===== config.mk =====
export PLATFORM = sky130hd
export DESIGN_NAME = qproc_time_cmd_arb
export DESIGN_NICKNAME = d
export VERILOG_FILES = /design/src/rtl/qproc_time_pkg.sv /design/src/rtl/qproc_time_cmd_arb.sv
export SDC_FILE = /design/constraint.sdc
export NUM_CORES = 1
export LEC_CHECK = 0
export CAP_MARGIN = 20
export CORE_UTILIZATION = 43
export CTS_CLUSTER_SIZE = 28
export DETAILED_ROUTE_END_ITERATION = 10
export PLACE_DENSITY = 0.87
export SKIP_LAST_GASP = 1
export SLEW_MARGIN = 20
export SYNTH_ARGS = -nofsm -noshare
export SYNTH_HDL_FRONTEND = slang
export SYNTH_SLANG_ARGS = --single-unit

===== constraint.sdc =====
create_clock -name c_clk_i -period 4.5 [get_ports c_clk_i]
set_input_delay 1.35 -clock c_clk_i [delete_from_list [all_inputs] [get_ports c_clk_i]]
set_output_delay 1.35 -clock c_clk_i [all_outputs]
set_load 0.005 [all_outputs]

===== src/rtl/qproc_time_pkg.sv =====
// Package: qproc_time_pkg
// Shared types for the time-base command arbiter.
//   time_cmd_t    : 3-bit time command codes (0, 6 and 7 are illegal)
//   time_arb_st_t : arbiter sequencing FSM states
//   cmd_legal()   : true for the five codes that drive the time controller
package qproc_time_pkg;

    typedef enum logic [2:0] {
        CMD_NOP   = 3'd0,
        CMD_RST   = 3'd1,
        CMD_INIT  = 3'd2,
        CMD_UPDT  = 3'd3,
        CMD_START = 3'd4,
        CMD_STOP  = 3'd5
    } time_cmd_t;

    typedef enum logic [1:0] {
        ST_IDLE,
        ST_ISSUE,
        ST_GAP
    } time_arb_st_t;

    function automatic logic cmd_legal(input logic [2:0] code);
        return (code >= 3'd1) && (code <= 3'd5);
    endfunction

endpackage


===== src/rtl/qproc_time_cmd_arb.sv =====
// Module: qproc_time_cmd_arb
// Arbitrates host and tProc core time-base commands (host has fixed priority) and
// turns each one into a stretched strobe / level on the t_clk time controller inputs.
// Every legal command holds its strobe for HOLD_CYC cycles, then keeps all strobes low
// for GAP_CYC cycles so the far-side edge detector re-arms and dt stays stable.
// Ports:
//   c_clk_i, c_rst_ni            clock, asynchronous active-low reset
//   host_cmd_vld_i/_i/dt_i/rdy_o host command channel (valid/ready)
//   core_cmd_vld_i/_i/dt_i/rdy_o core command channel (valid/ready), stalls behind host
//   err_clr_i                    clears the sticky illegal-command flag
//   c_time_rst/init/updt_o       registered strobes, one at a time, HOLD_CYC wide
//   c_time_en_o                  registered run level (START sets, STOP/RST clear)
//   c_offset_dt_o                offset, loaded only by INIT/UPDT accepts
//   busy_o, last_src_o, err_o    status: FSM busy, last source (1 host), sticky error
module qproc_time_cmd_arb
    import qproc_time_pkg::*;
#(
    parameter int unsigned HOLD_CYC = 4,
    parameter int unsigned GAP_CYC  = 4
) (
    input  logic        c_clk_i,
    input  logic        c_rst_ni,
    input  logic        host_cmd_vld_i,
    input  logic [2:0]  host_cmd_i,
    input  logic [31:0] host_dt_i,
    output logic        host_cmd_rdy_o,
    input  logic        core_cmd_vld_i,
    input  logic [2:0]  core_cmd_i,
    input  logic [31:0] core_dt_i,
    output logic        core_cmd_rdy_o,
    input  logic        err_clr_i,
    output logic        c_time_rst_o,
    output logic        c_time_init_o,
    output logic        c_time_en_o,
    output logic        c_time_updt_o,
    output logic [31:0] c_offset_dt_o,
    output logic        busy_o,
    output logic        last_src_o,
    output logic        err_o
);

    localparam int unsigned MaxCyc = (HOLD_CYC > GAP_CYC) ? HOLD_CYC : GAP_CYC;
    localparam int unsigned CntW   = $clog2(MaxCyc + 1);
    // Counter holds "cycles remaining after this one", so loads are N-1.
    localparam logic [CntW-1:0] HoldLd = CntW'(HOLD_CYC - 1);
    localparam logic [CntW-1:0] GapLd  = CntW'(GAP_CYC - 1);

    time_arb_st_t    st_q, st_d;
    logic [CntW-1:0] cnt_q, cnt_d;
    logic            rst_q, rst_d;
    logic            init_q, init_d;
    logic            updt_q, updt_d;
    logic            en_q, en_d;
    logic [31:0]     dt_q, dt_d;
    logic            src_q, src_d;
    logic            err_q, err_d;

    logic            idle;
    logic            host_acc, core_acc, acc;
    logic [2:0]      acc_cmd;
    logic [31:0]     acc_dt;
    logic            acc_legal;

    // Arbitration: host wins; core only sees ready when host is not requesting.
    always_comb begin
        idle      = (st_q == ST_IDLE);
        host_acc  = idle & host_cmd_vld_i;
        core_acc  = idle & core_cmd_vld_i & ~host_cmd_vld_i;
        acc       = host_acc | core_acc;
        acc_cmd   = host_acc ? host_cmd_i : core_cmd_i;
        acc_dt    = host_acc ? host_dt_i : core_dt_i;
        acc_legal = cmd_legal(acc_cmd);
    end

    // State register
    always_ff @(posedge c_clk_i or negedge c_rst_ni) begin
        if (!c_rst_ni) begin
            st_q   <= ST_IDLE;
            cnt_q  <= '0;
            rst_q  <= 1'b0;
            init_q <= 1'b0;
            updt_q <= 1'b0;
            en_q   <= 1'b0;
            dt_q   <= '0;
            src_q  <= 1'b0;
            err_q  <= 1'b0;
        end else begin
            st_q   <= st_d;
            cnt_q  <= cnt_d;
            rst_q  <= rst_d;
            init_q <= init_d;
            updt_q <= updt_d;
            en_q   <= en_d;
            dt_q   <= dt_d;
            src_q  <= src_d;
            err_q  <= err_d;
        end
    end

    // Next-state and counter
    always_comb begin
        st_d = st_q;
        unique case (st_q)
            ST_IDLE:  if (acc && acc_legal) st_d = ST_ISSUE;
            ST_ISSUE: if (cnt_q == '0) st_d = ST_GAP;
            ST_GAP:   if (cnt_q == '0) st_d = ST_IDLE;
            default:  st_d = ST_IDLE;
        endcase

        cnt_d = cnt_q;
        if (st_d != st_q) begin
            unique case (st_d)
                ST_ISSUE: cnt_d = HoldLd;
                ST_GAP:   cnt_d = GapLd;
                default:  cnt_d = '0;
            endcase
        end else if (cnt_q != '0) begin
            cnt_d = cnt_q - 1'b1;
        end
    end

    // Output register next values
    always_comb begin
        rst_d  = rst_q;
        init_d = init_q;
        updt_d = updt_q;
        en_d   = en_q;
        dt_d   = dt_q;
        src_d  = src_q;
        err_d  = err_q;

        if (err_clr_i) err_d = 1'b0;

        if (idle && acc) begin
            src_d = host_acc;
            if (!acc_legal) begin
                // Illegal code still completes the handshake; set beats clear.
                err_d = 1'b1;
            end else begin
                case (time_cmd_t'(acc_cmd))
                    CMD_RST: begin
                        rst_d = 1'b1;
                        en_d  = 1'b0;
                    end
                    CMD_INIT: begin
                        init_d = 1'b1;
                        dt_d   = acc_dt;
                    end
                    CMD_UPDT: begin
                        updt_d = 1'b1;
                        dt_d   = acc_dt;
                    end
                    CMD_START: en_d = 1'b1;
                    CMD_STOP:  en_d = 1'b0;
                    default:   ;
                endcase
            end
        end else if (st_q == ST_ISSUE && st_d == ST_GAP) begin
            rst_d  = 1'b0;
            init_d = 1'b0;
            updt_d = 1'b0;
        end
    end

    always_comb begin
        host_cmd_rdy_o = idle;
        core_cmd_rdy_o = idle & ~host_cmd_vld_i;
        c_time_rst_o   = rst_q;
        c_time_init_o  = init_q;
        c_time_updt_o  = updt_q;
        c_time_en_o    = en_q;
        c_offset_dt_o  = dt_q;
        busy_o         = ~idle;
        last_src_o     = src_q;
        err_o          = err_q;
    end

endmodule


* Word level (Yosys, flattened, before mapping)
Cells that the tools add are included.
** Cells by class
- Add/subtract/negate cells :: 1
- $mul :: 0
- Divide/modulo/power cells :: 0
- Magnitude comparators :: 2
- Equality and inequality tests :: 14
- Shifts and indexed selects :: 0
- Mux-type cells :: 23
- Bitwise logic cells :: 7
- Reductions and logical operators :: 18
** Operator list (count)
- 2-to-1 mux 32 bit :: 1
- AND reduction 3 bit :: 5
- 2-to-1 mux 1 bit :: 13
- 2-to-1 mux 3 bit :: 3
- 2-to-1 mux 2 bit :: 4
- == test 3 x 2 -> 1 bit, second input constant :: 2
- == test 3 bit, second input constant :: 2
- != test 2 x 1 -> 1 bit, second input constant :: 3
- case mux 2 bit (3 select lines) :: 1
- nonzero test 2 bit :: 3
- OR reduction 2 bit :: 3
- bitwise AND 1 bit :: 4
- == test 2 x 1 -> 1 bit, second input constant :: 2
- == test 2 bit, second input constant :: 2
- logical AND 1 bit :: 4
- == test 3 x 1 -> 1 bit, second input constant :: 1
- greater-or-equal comparator 3 x 1 -> 1 bit, second input constant :: 1
- <= comparator 3 bit, second input constant :: 1
- logical NOT 3 bit :: 1
- nonzero test 3 bit :: 1
- subtractor 3 x 1 -> 3 bit, second input constant :: 1
- logical NOT 2 bit :: 1
- != test 2 bit :: 1
- != test 2 bit, second input constant :: 1
- other kinds (3) :: 4
** Storage, ports and cells
- Register bits :: 43
- Latch bits :: 0
- RAM bits :: 0
- Memory bits (read-only) :: 0
- Output and inout bits :: 41
- Word-level logic and storage cells :: 74
- Memories :: 0

* Logic depth before layout (Yosys ltp)
Gate-level depths: netlist of run 1.
- Depth after elaboration :: 12
- Depth in mapped cells :: 10
- Depth with buffers taken out :: 10

* Worst setup path before layout of run 1
Ideal clock, no wire load.
- Path type :: input port to flip-flop
- Start point :: input port host_cmd_vld_i
- End point :: register cnt_q[0]
- Setup time :: 0.143 ns
- Data arrival time :: 2.934 ns
- Data required time :: 4.357 ns
- Setup slack :: 1.422 ns
- Stages on the path :: 9
- Buffers on the path :: 1
- Cells stage by stage :: or3b_1 -> buf_2 -> a211oi_1 -> nor2_1 -> a22o_1 -> ha_1 -> inv_1 -> o31ai_1 -> o311ai_1
** Between the ends
- Longest elaborated chain between the ends :: 11
- Elaborated cells on any way between the ends :: 18
- Classes of those cells :: order compare: 2; eq/ne: 3; mux: 5; bitwise: 4; reduce/logical: 4
** Ends and longest elaborated chain
- from (decl) :: line qproc_time_cmd_arb.sv:23 : input logic host_cmd_vld_i,
- bitwise AND 1 bit :: line qproc_time_cmd_arb.sv:67 : host_acc = idle & host_cmd_vld_i;
- 2-to-1 mux 3 bit :: line qproc_time_cmd_arb.sv:70 : acc_cmd = host_acc ? host_cmd_i : core_cmd_i;
- greater-or-equal comparator 3 x 1 -> 1 bit or <= comparator 3 bit (tied branches) :: line qproc_time_pkg.sv:24 : return (code >= 3'd1) && (code <= 3'd5);
- logical AND 1 bit :: line qproc_time_pkg.sv:24
- logical AND 1 bit * :: line qproc_time_cmd_arb.sv:104 : ST_IDLE: if (acc && acc_legal) st_d = ST_ISSUE;
- 2-to-1 mux 2 bit * :: line qproc_time_cmd_arb.sv:104
- case mux 2 bit (3 select lines) * :: line qproc_time_cmd_arb.sv:103 : unique case (st_q)
- == test 2 bit or == test 2 x 1 -> 1 bit (tied branches) :: line qproc_time_cmd_arb.sv:112 : unique case (st_d)
- OR reduction 2 bit (no source line)
- 2-to-1 mux 2 bit :: line qproc_time_cmd_arb.sv:112
- 2-to-1 mux 3 bit :: line qproc_time_cmd_arb.sv:111 : if (st_d != st_q) begin
- to (signal assigned) :: line qproc_time_cmd_arb.sv:89 : cnt_q <= cnt_d;
- to (decl) :: line qproc_time_cmd_arb.sv:49 : logic [CntW-1:0] cnt_q, cnt_d;
Every way passes the cells marked *; elsewhere a longest branch is shown, timed or not.
A chain may end at the register's enable or synchronous reset.

* Final worst setup path of run 1
- Start point :: input port host_cmd_vld_i
- End point :: output port core_cmd_rdy_o
** Between the ends
- Longest elaborated chain between the ends :: 2
** Ends and longest elaborated chain
- NOT 1 bit :: line qproc_time_cmd_arb.sv:167 : core_cmd_rdy_o = idle & ~host_cmd_vld_i;
- bitwise AND 1 bit :: line qproc_time_cmd_arb.sv:167
- to (decl) :: line qproc_time_cmd_arb.sv:30 : output logic core_cmd_rdy_o,
Every way passes these cells.

==> results of run 1 <==
-- cells by family after synthesis --
kind of cell	after synthesis	share of synthesized area [%]
buffers and inverters	22	4.85
XOR/XNOR	1	0.386
multiplexers	35	16.0
AND/OR/NAND/NOR	32	7.65
flip-flops	43	47.4
AO/OA/AOI/OAI	85	21.7
adder cells (fa/ha/maj)	4	2.09
-- registers in the layout (all words and copies together), names as in the netlist --
signal / count
c_time_updt_o: 1
c_time_rst_o: 1
c_time_init_o: 1
st_q: 2
cnt_q: 3
c_time_en_o: 1
err_o: 1
c_offset_dt_o: 32
last_src_o: 1
-- cell type report --
cell class	instances	area, sq um
repair buffers	118	1170
fillers	441	1560
well taps	70	87.6
flip-flops and latches	43	1080
clock inverters	1	30.0
clock buffers	6	72.6
inverters	5	18.8
multi-input cells	157	1100
-- worst reg2reg max path, cell delays in order, from the launching register on --
cell,delay (ns)
dfrtp_1,0.53
or3b_1,0.45
a2111oi_1,0.61
nor2_1,0.15
a22o_1,0.22
ha_1,0.27
inv_1,0.04
o31ai_1,0.07
o311ai_1,0.14
-- layout by cell type, fill, tap and decap left out, types with 3 or more instances in the layout --
master and n:
a21oi_1 3, buf_4 3, clkbuf_8 5, clkdlybuf4s50_1 114, dfrtp_1 43, ha_1 3, inv_1 5, mux2i_1 34
nand2_1 9, nor2_1 6, nor2b_1 4, nor3_1 4, o21ai_0 5, o21ai_1 62
-- report_power, final --
part,total [uW],switching [uW],internal [uW]
sequential,672,106,566
combinational,1020,438,587
clock,284,122,163
-- routing by layer --
metal | routed length [um] | part of all wire [%] | GRT usage, % | up-vias
met5 | 0 | 0 | 0 | -
met4 | 53 | 0.93 | 6.29 | 0
met3 | 346 | 6.0 | 4.82 | 5
met2 | 3050 | 53 | 38.7 | 66
met1 | 2270 | 40 | 26.4 | 977
li1 | - | - | - | 1019
-- stage by stage --
stage,hold WS (ns),power (uW)
final,0.484,1980
after global routing,0.520,2140
after CTS,0.488,2000
after detailed placement,0.470,1710
after global placement,0.469,1680
after floorplan,0.468,1190
-- path summary, 6_finish.rpt --
path,startpoint,to,slack [ns],cells after the start
worst max-delay path,host_cmd_vld_i,core_cmd_rdy_o,0.62,3
max in group asynchronous,c_rst_ni,c_offset_dt_o[2],2.70,1
min in group asynchronous,c_rst_ni,c_offset_dt_o[25],1.20,1
worst min-delay path,last_src_o,last_src_o,0.48,2
worst max register to register,st_q[0],cnt_q[0],1.89,8
worst min register to register,last_src_o,last_src_o,0.48,2
==> impl_metrics.yaml, run 1 <==
run_status:
  run_status: "finished clean"
timing:
  fin_ws_ns: 0.616
  maxSlewViolCount: 0
  setup_violations: 0
  fin_crit_ns: 3.88
  rsz0062_at_grt: "false"
  max_freq_mhz: 257
  tns_ns: 0
  tightest_slew_ns: 0.953
  period_share_pct: 86.3
  fin_skew_ns: 0.00280
  slew_headroom_pct: 36.4
  hold_violations: 0
setup_path:
  cpLargestDelayFamily: "buffers and inverters"
  startpoint_type: "primary input"
  path_buf_inv: 2
  worstPathRequired_ns: 3.15
  critical-path-slowest-cell: "clkdlybuf4s50_1"
  path_max_fanout: 5
  crit_chain: "clkdlybuf4s50_1 > nor2_1 > clkdlybuf4s50_1"
  path_common_cell: "clkdlybuf4s50_1"
  path_class: "in2out"
  end_kind: "primary output"
  slowest_delay_ns: 0.53
  critPathArrivalTime_ns: 2.53
synth:
  synth_cell_types: 36
  synth_edf_count: 0
  synth.area.top_cells: "dfrtp_1 47%, mux2i_1 15%, o21ai_1 14%, buf_2 2.2%, ha_1 1.7%"
  ys_ff_latch: 43
  yosys.area.top_type: "dfrtp_1"
  ys_seq_area_share_pct: 47.4
  synth_common_cells: "63 x o21ai_1, 43 x dfrtp_1, 34 x mux2i_1"
  synth_warnings: 0
  synthCells: 222
  synthArstFlopShare_pct: 100
  yosysMostFrequentCell: "o21ai_1"
  synth_ff_type: "dfrtp_1"
  syn_area_sq_um: 2270
  synth_nets: 300
  synth_top_area_share_pct: 47.4
  syn_area_per_cell_sq_um: 10.2
clock_network:
  clockBufferDepth: 2
  cts_tree: "built"
  cts-root-buf: "clkbuf_8"
  cts_hold_buf: 0
  insertion_delay_ns: 0.28
  clock_sinks: 43
  path_clk_slew_ns: 0.08
  post_cts_buffers: 0
  cts_buffers: 5
  cts.repair.resized: 0
  h-tree-depth: 2
finish:
  utilization_pct: 69.5
  drive_gt1_share_pct: 5.15
  nets: 408
  stdcell_area_sq_um: 3550
  fin_cells: 400
  n_antenna_cell: 0
  area_growth_pct: 56.3
global_routing:
  antenna_found_initial: 0
  grtUsageTotal_pct: 21.8
  grt_pass1_wl_um: 9300
  grt_overflow: 0
  grt_max_degree: 44
  first_global_vias: 2047
place:
  place_area_sq_um: 3450
  gp_congestion: 0.749
  place_ws_ns: 0.549
  io_buffers: 115
  dp_cells: 393
  place_hpwl_um: 4210
drt:
  wire_per_inst_um: 14.3
  postRouteWirelength_um: 5720
  initialDrtViolationCount: 101
  vias: 2067
  viasPerCell: 5.17
  antenna_left: 0
  drc: 0
  dr.pass1.iters: 4
die:
  dieHeight_um: 74.7
  die_area_sq_um: 5580
  num_rows: 26
  ioPinCount: 116
  core_sq_um: 5110
  die_w_um: 74.7
  start_util_pct: 44.5
power_and_ir_drop:
  p_leak_uw: 0.00157
  powerDensity_nw_per_um2: 558
  vdd_drop_max_mv: 0.249
worst_hold_path:
  worstHoldPathType: "reg2reg"
job:
  max-cap-violations: 0
Note: power is estimated with default switching activity, not from simulation.
==> run 2, diff against run 1 <==
GPL_TIMING_DRIVEN = 0   (was not set)
==> impl_metrics.yaml, run 2 (synthesis results as in run 1) <==
run_status:
  run_status: "finished clean"
clock_network:
  cts.repair.resized: 0
  cts-root-buf: "clkbuf_8"
  insertion_delay_ns: 0.29
  h-tree-depth: 2
  clock_sinks: 43
  path_clk_slew_ns: 0.08
  clockBufferDepth: 2
  post_cts_buffers: 0
  cts_tree: "built"
  cts_buffers: 5
  cts_hold_buf: 0
setup_path:
  critical-path-slowest-cell: "clkdlybuf4s50_1"
  worstRegToRegCells: 10
  path_buf_inv: 2
  critPathArrivalTime_ns: 2.47
  path_max_fanout: 5
  worstPathRequired_ns: 3.15
  reg2reg_to: "cnt_q[0]"
  cpLargestDelayFamily: "buffers and inverters"
  slowest_delay_ns: 0.50
  path_class: "in2out"
  path_common_cell: "clkdlybuf4s50_1"
  crit_chain: "clkdlybuf4s50_1 > nor2_1 > clkdlybuf4s50_1"
  rrSetupSlack_ns: 1.95
  startpoint_type: "primary input"
  worst_r2r_startpoint: "st_q[1]"
  end_kind: "primary output"
power_and_ir_drop:
  clockPowerShare_pct: 14.4
  power_switching_uw: 690
  p_leak_uw: 0.00161
  vdd_drop_max_mv: 0.314
  comb_power_share_pct: 53.2
  seq_power_share_pct: 32.3
  p_sw_share_pct: 34.1
  powerDensity_nw_per_um2: 556
  p_int_uw: 1330
  p_total_uw: 2020
timing:
  whs_ns: 0.493
  max_freq_mhz: 262
  tightest_slew_ns: 0.639
  fin_ws_ns: 0.680
  setup_violations: 0
  hold_violations: 0
  period_share_pct: 84.9
  maxSlewViolCount: 0
  rsz0062_at_grt: "false"
  slew_headroom_pct: 57.3
  fin_skew_ns: 0.00560
  tns_ns: 0
  fin_crit_ns: 3.82
finish:
  drive_gt1_share_pct: 7.25
  layout_commonest_cell: "clkdlybuf4s50_1"
  n_antenna_cell: 0
  largest_register_ffs: 32
  layout_common_cells: "114 x clkdlybuf4s50_1, 63 x o21ai_1, 43 x dfrtp_1"
  nets: 423
  area_growth_pct: 60.0
die:
  dieHeight_um: 74.7
  die_area_sq_um: 5580
  num_rows: 26
  die_w_um: 74.7
  ioPinCount: 116
  start_util_pct: 44.5
  core_sq_um: 5110
drt:
  drc: 0
  dr.pass1.iters: 4
  wire_per_inst_um: 14.7
  viasPerCell: 5.19
  antenna_left: 0
  vias: 2154
  initialDrtViolationCount: 91
  postRouteWirelength_um: 6110
worst_hold_path:
  worstHoldPathType: "reg2reg"
  whs_path_depth: 2
  min-delay-start: "last_src_o"
  holdPathEnd: "last_src_o"
global_routing:
  grt_pass1_wl_um: 9790
  grtUsageTotal_pct: 23.6
  grt_max_degree: 24
  grt_overflow: 0
  first_global_vias: 2149
  antenna_found_initial: 0
place:
  place_ws_ns: 0.554
  place_hpwl_um: 4710
  io_buffers: 115
  gp_congestion: 0.839
job:
  max-cap-violations: 0
## run 2: cell types whose count changed in the layout (fill, tap and decap cells not counted)
cell / previous run / this run
o21ai_1: 62 / 63
clkbuf_1: 1 / 6
buf_16: 0 / 1
or3b_1: 1 / 2
or3b_2: 1 / 0
buf_6: 0 / 2
buf_4: 3 / 0
o21ai_4: 1 / 0
buf_2: 1 / 11
## run 2: area by class of cell
class | instances | area [sq um]
Inverter | 5 | 18.8
Tap cell | 70 | 87.6
Fill cell | 407 | 1470
Buffer | 17 | 91.3
Clock inverter | 1 | 30.0
Timing Repair Buffer | 116 | 1170
Multi-Input combinational cell | 157 | 1090
Sequential cell | 43 | 1080
Clock buffer | 6 | 72.6
## run 2: power groups by stage
stage | Sequential, uW | Clock (uW) | Combinational, uW
finish | 654 | 292 | 1080
global route | 680 | 314 | 1190
CTS | 656 | 297 | 1090
detailed placement | 663 | 0 | 1080
global placement | 655 | 0 | 1050
floorplan | 671 | 0 | 524
## run 2: stage by stage
step	util, %	std cells	cell area, sq um
after global placement	68.7	407	3510
after CTS	71.2	415	3640
after floorplan	-	222	2270
after global routing	71.2	415	3640
after detailed placement	69.2	408	3530
final	71.2	415	3640
## run 2: layer usage
layer  track usage, %  wire length, um  vias up
met4             9.85              140        0
met1             27.7             2390     1016
met2             40.8             3210       80
li1                 -                -     1045
met3             6.56              367       13
met5                0                0        -
## run 2: worst max path at each step
stage                         startpoint              to  slack [ns]  cells past startpoint
final                     host_cmd_vld_i  core_cmd_rdy_o        0.68                      3
after global routing      host_cmd_vld_i  core_cmd_rdy_o        0.64                      3
after CTS                 host_cmd_vld_i  core_cmd_rdy_o        0.68                      3
after detailed placement  host_cmd_vld_i        cnt_q[0]        0.55                     10
after global placement    host_cmd_vld_i        cnt_q[0]        0.65                     10
after floorplan           host_cmd_vld_i        cnt_q[0]        1.42                      9
## run 2: tightest hold or removal path: cells and delay by family, from the launching register on
kind / cells / cell delay [ns]
flops: 1 / 0.35
simple gates: 2 / 0.11
